==> src/rtl/rr_hold_arbiter.sv <==
// Round-robin arbiter with grant holding, a bounded hold time and a dead cycle between grants.
// Fairness: the next winner is the lowest pending index above the last-granted one, wrapping around.
module rr_hold_arbiter #(
    parameter int request_lines = 4,
    parameter int max_hold      = 8
) (
    input  logic                             clk,
    input  logic                             rst,
    input  logic [request_lines-1:0]         req,
    output logic [request_lines-1:0]         gnt,
    output logic                             gnt_valid,
    output logic [$clog2(request_lines)-1:0] gnt_id,
    output logic                             preempt
);
    localparam int IW = $clog2(request_lines);
    localparam int HW = (max_hold > 1) ? $clog2(max_hold) : 1;
    localparam logic [IW-1:0] LAST_RST = IW'(request_lines - 1);
    localparam logic [HW-1:0] HOLD_MAX = HW'(max_hold - 1);

    typedef enum logic [1:0] {
        IDLE,
        OWN,
        GAP
    } state_t;

    state_t                   state_q, state_d;
    logic [request_lines-1:0] gnt_q, gnt_d;
    logic                     gnt_valid_q, gnt_valid_d;
    logic [IW-1:0]            gnt_id_q, gnt_id_d;
    logic                     preempt_q, preempt_d;
    logic [IW-1:0]            last_q, last_d;
    logic [HW-1:0]            hold_q, hold_d;

    logic [request_lines-1:0] mask;
    logic [request_lines-1:0] masked;
    logic                     win_found;
    logic [IW-1:0]            win_id;
    logic                     others_pending;

    // Prefer the lowest pending index above last; fall back to the lowest pending index overall.
    always_comb begin
        mask      = '0;
        win_found = 1'b0;
        win_id    = '0;
        for (int i = 0; i < request_lines; i++) begin
            if (i > int'(last_q)) begin
                mask[i] = 1'b1;
            end
        end
        masked = req & mask;
        for (int i = request_lines - 1; i >= 0; i--) begin
            if (masked[i]) begin
                win_found = 1'b1;
                win_id    = IW'(i);
            end
        end
        if (!win_found) begin
            for (int i = request_lines - 1; i >= 0; i--) begin
                if (req[i]) begin
                    win_found = 1'b1;
                    win_id    = IW'(i);
                end
            end
        end
    end

    assign others_pending = |(req & ~gnt_q);

    always_comb begin
        state_d   = state_q;
        gnt_d     = gnt_q;
        gnt_id_d  = gnt_id_q;
        last_d    = last_q;
        hold_d    = hold_q;
        preempt_d = 1'b0;
        case (state_q)
            IDLE, GAP: begin
                if (win_found) begin
                    state_d  = OWN;
                    gnt_d    = request_lines'(1) << win_id;
                    gnt_id_d = win_id;
                    last_d   = win_id;
                    hold_d   = '0;
                end else begin
                    state_d  = IDLE;
                    gnt_d    = '0;
                    gnt_id_d = '0;
                end
            end
            OWN: begin
                if (!req[gnt_id_q]) begin
                    state_d  = GAP;
                    gnt_d    = '0;
                    gnt_id_d = '0;
                end else if (hold_q == HOLD_MAX && others_pending) begin
                    state_d   = GAP;
                    gnt_d     = '0;
                    gnt_id_d  = '0;
                    preempt_d = 1'b1;
                end else if (hold_q != HOLD_MAX) begin
                    hold_d = hold_q + HW'(1);
                end
            end
            default: begin
                state_d  = IDLE;
                gnt_d    = '0;
                gnt_id_d = '0;
            end
        endcase
        gnt_valid_d = |gnt_d;
    end

    // Reset wins over everything, including a grant in progress (no GAP cycle).
    always_ff @(posedge clk) begin
        if (rst) begin
            state_q     <= IDLE;
            gnt_q       <= '0;
            gnt_valid_q <= 1'b0;
            gnt_id_q    <= '0;
            preempt_q   <= 1'b0;
            last_q      <= LAST_RST;
            hold_q      <= '0;
        end else begin
            state_q     <= state_d;
            gnt_q       <= gnt_d;
            gnt_valid_q <= gnt_valid_d;
            gnt_id_q    <= gnt_id_d;
            preempt_q   <= preempt_d;
            last_q      <= last_d;
            hold_q      <= hold_d;
        end
    end

    assign gnt       = gnt_q;
    assign gnt_valid = gnt_valid_q;
    assign gnt_id    = gnt_id_q;
    assign preempt   = preempt_q;
endmodule

==> config.mk <==
export PLATFORM = sky130hd
export DESIGN_NAME = rr_hold_arbiter
export DESIGN_NICKNAME = d
export VERILOG_FILES = /design/src/rtl/rr_hold_arbiter.sv
export SDC_FILE = /design/constraint.sdc
export NUM_CORES = 1
export LEC_CHECK = 0
export ABC_AREA = 1
export CORE_MARGIN = 8
export CORE_UTILIZATION = 45
export DETAILED_ROUTE_END_ITERATION = 16
export GPL_ROUTABILITY_DRIVEN = 0
export GPL_TIMING_DRIVEN = 0
export HOLD_SLACK_MARGIN = 0.05
export PLACE_DENSITY = 0.73
export SETUP_SLACK_MARGIN = 0.15
export SLEW_MARGIN = 20
export SYNTH_ARGS = -nofsm -noshare
export SYNTH_HDL_FRONTEND = slang
export SYNTH_SLANG_ARGS = --single-unit
==> constraint.sdc <==
create_clock -name clk -period 1.25 [get_ports clk]
set_input_delay 0.25 -clock clk [delete_from_list [all_inputs] [get_ports clk]]
set_output_delay 0.25 -clock clk [all_outputs]
set_load 0.02 [all_outputs]
==> results.toml <==
[synth]
ys_warn_count = 0
ys_ff_latch = 15
synthArstFlopShare_pct = 0
yosys-top-cells-count = "nand2_1, inv_1, dfxtp_1"
synth_most_common_cell = "nand2_1"
yosys.area.top_type = "dfxtp_1"
synthTopCellsByArea = "dfxtp_1, nand2_1, inv_1"
synth_area_um2 = 776
syn_nets = 124
yosysUniqueCellTypes = 22
synth_flop_cell = "dfxtp_1"
yosysSeqAreaShare_pct = 38.7
synthCells = 116
yosys.area.top_type_share_pct = 38.7
synth_edf_count = 0
syn_area_per_cell_um2 = 6.69

[worst_setup_path]
start_kind = "flip-flop"
end_kind = "flip-flop"
cp_data_arrival_time_ns = 1.49
critPathMaxFanout = 6
cp_data_required_time_ns = 1.45
path_class = "flip-flop to flip-flop"

[floorplan]
die-area_um2 = 3310
die_h_um = 57.5
io_pins = 14
core_um2 = 1670
chipWidth_um = 57.5
rows = 15
start_util_pct = 46.4

[flow_run]
drv_cap = 0

[clock_network]
cts_tree = "yes"
clock-sinks = 15
cts_made_buffers = 3
clkTransAtPathRegs_ns = 0.08
clockRootBuffer = "clkbuf_4"
htree_levels = 1
clockBufferDepth = 2
cts_hold_buffers = 0
insertion_delay_ns = 0.28

[final_layout]
final_area_um2 = 1240
drive_gt1_share_pct = 54.5
final_util_pct = 74.2
syn2layout_area_growth_pct = 59.7
diodes = 0
finalNetCount = 154

[sta]
finalSetupTns_ns = -0.0854
relSlewSlack_pct = 80.9
fin_crit_sh_pct = 103
grt_setup_unrepaired = "yes"
fin_worst_skew_ns = 0.00515
fmax_ghz = 0.775
setup_viol = 3
slew_viol_final = 0
hold_viol = 0
setup_slack_ns = -0.0405
worstMarginPinSlew_ns = 0.287
fin_crit_ns = 1.29

[status]
violations = "negative setup slack"
status = "finished with violations"

[drt]
wl_um = 2210
viasPerCell = 5.19
detail-route-antenna-nets = 0
route.detailed.drc = 0
vias = 840
route.detailed.wl_per_inst_um = 13.6
dr.pass1.iters = 4
dr.first_iter.drc_count = 11

[pwr]
peakVddDrop_mv = 0.972
p_leak_nw = 0.582
cellPowerDensity_nw_per_um2 = 1090

[global_route]
grt_usage_pct = 13.3
first_global_vias = 829
grt_pass1_wl_um = 3460
antenna_found_initial = 0
overflow = 0
grt_max_degree = 11

[hold_path]
hp-class = "flip-flop to flip-flop"

[placement]
dpl.hpwl_um = 1460
postPlaceCellArea_um2 = 992
port_buffers = 13
==> sequential cells by signal, summed over array words and instances, names as in the netlist <==
name	flops
hold_q	3
state_q	2
gnt_valid	1
gnt_id	2
gnt	4
last_q	2
preempt	1
==> placed cells by master (no fill, tap or decap), types with 3 or more instances in the layout <==
master,synthesis,routed
inv_2,3,5
dfxtp_1,15,4
inv_1,16,12
buf_4,0,9
buf_6,0,6
nand2_4,0,4
dfxtp_2,0,6
nand2_1,37,27
nand2_2,0,6
nor2_1,8,4
a21oi_1,10,5
nor2_4,0,3
buf_2,0,4
dfxtp_4,0,5
clkbuf_4,0,3
nor2_2,2,3
nand3_1,9,4
dlygate4sd2_1,0,4
a21oi_2,1,5
nand3_2,1,5
==> through the flow <==
stage | hold WS, ns | setup slack (ns) | power [W] | std cells
2_1_floorplan | 0.323 | 0.115 | 0.000809 | 116
3_3_place_gp | 0.423 | -0.448 | 0.000926 | 146
3_5_place_dp | 0.429 | -0.443 | 0.000935 | 146
4_1_cts | 0.467 | 0.00953 | 0.00126 | 159
5_1_grt | 0.484 | -0.128 | 0.00143 | 162
6_report | 0.464 | -0.0405 | 0.00135 | 162
==> layer usage <==
layer	wire (um)	up-vias	GRT usage, %
met4	67	0	7.86
met5	0	-	0
met3	72	8	3.36
li1	-	427	-
met1	895	387	14.0
met2	1170	18	23.2
==> report_power, final <==
group / switching, W / leakage (nW) / internal (W) / total (W)
registers: 0.0000477 / 0.128 / 0.000533 / 0.000581
logic: 0.000293 / 0.439 / 0.000211 / 0.000504
clock network: 0.000140 / 0.0150 / 0.000124 / 0.000264
==> layout make-up <==
class	count	area [um^2]
buffer	1	5.00
clock buffer	4	26.3
multi-input combinational	81	578
timing repair buffer	25	205
fill	128	432
sequential	15	327
inverter	19	76.3
tap	17	21.3
==> path summary, 6_finish.rpt <==
| path | depth (start not counted) | end | slack [ns] | startpoint |
|---|---|---|---|---|
| max | 6 | gnt_id[0]$_SDFFE_PP0P_ | -0.04 | hold_q[0]$_SDFFE_PP0P_ |
| min | 1 | state_q[1]$_SDFFE_PP0P_ | 0.46 | state_q[1]$_SDFFE_PP0P_ |
| max reg2reg | 6 | gnt_id[0]$_SDFFE_PP0P_ | -0.04 | hold_q[0]$_SDFFE_PP0P_ |
| min reg2reg | 1 | state_q[1]$_SDFFE_PP0P_ | 0.46 | state_q[1]$_SDFFE_PP0P_ |
==> critical path, stage by stage, from the launching register on <==
cell	delay [ns]
dfxtp_4	0.36
ha_4	0.16
ha_4	0.17
o21ai_4	0.10
and2_4	0.23
nand2_1	0.08
a21oi_2	0.12
==> cells by family (layout without fill, tap and decap cells) <==
family          Yosys count  in the layout  share of synthesized area, %
simple gates             61             61                          34.8
fa+ha+maj                 2              2                          3.23
compound gates           18             18                          13.5
buf+inv                  20             49                          9.68
flops                    15             15                          38.7
==> timing repair <==
item,in CTS,in global routing
pin swaps,11,12
gates cloned,0,0
setup endpoints to repair,23,18
setup buffers,9,3
resized for setup,57,32
Power figures use the tool's default switching activity.
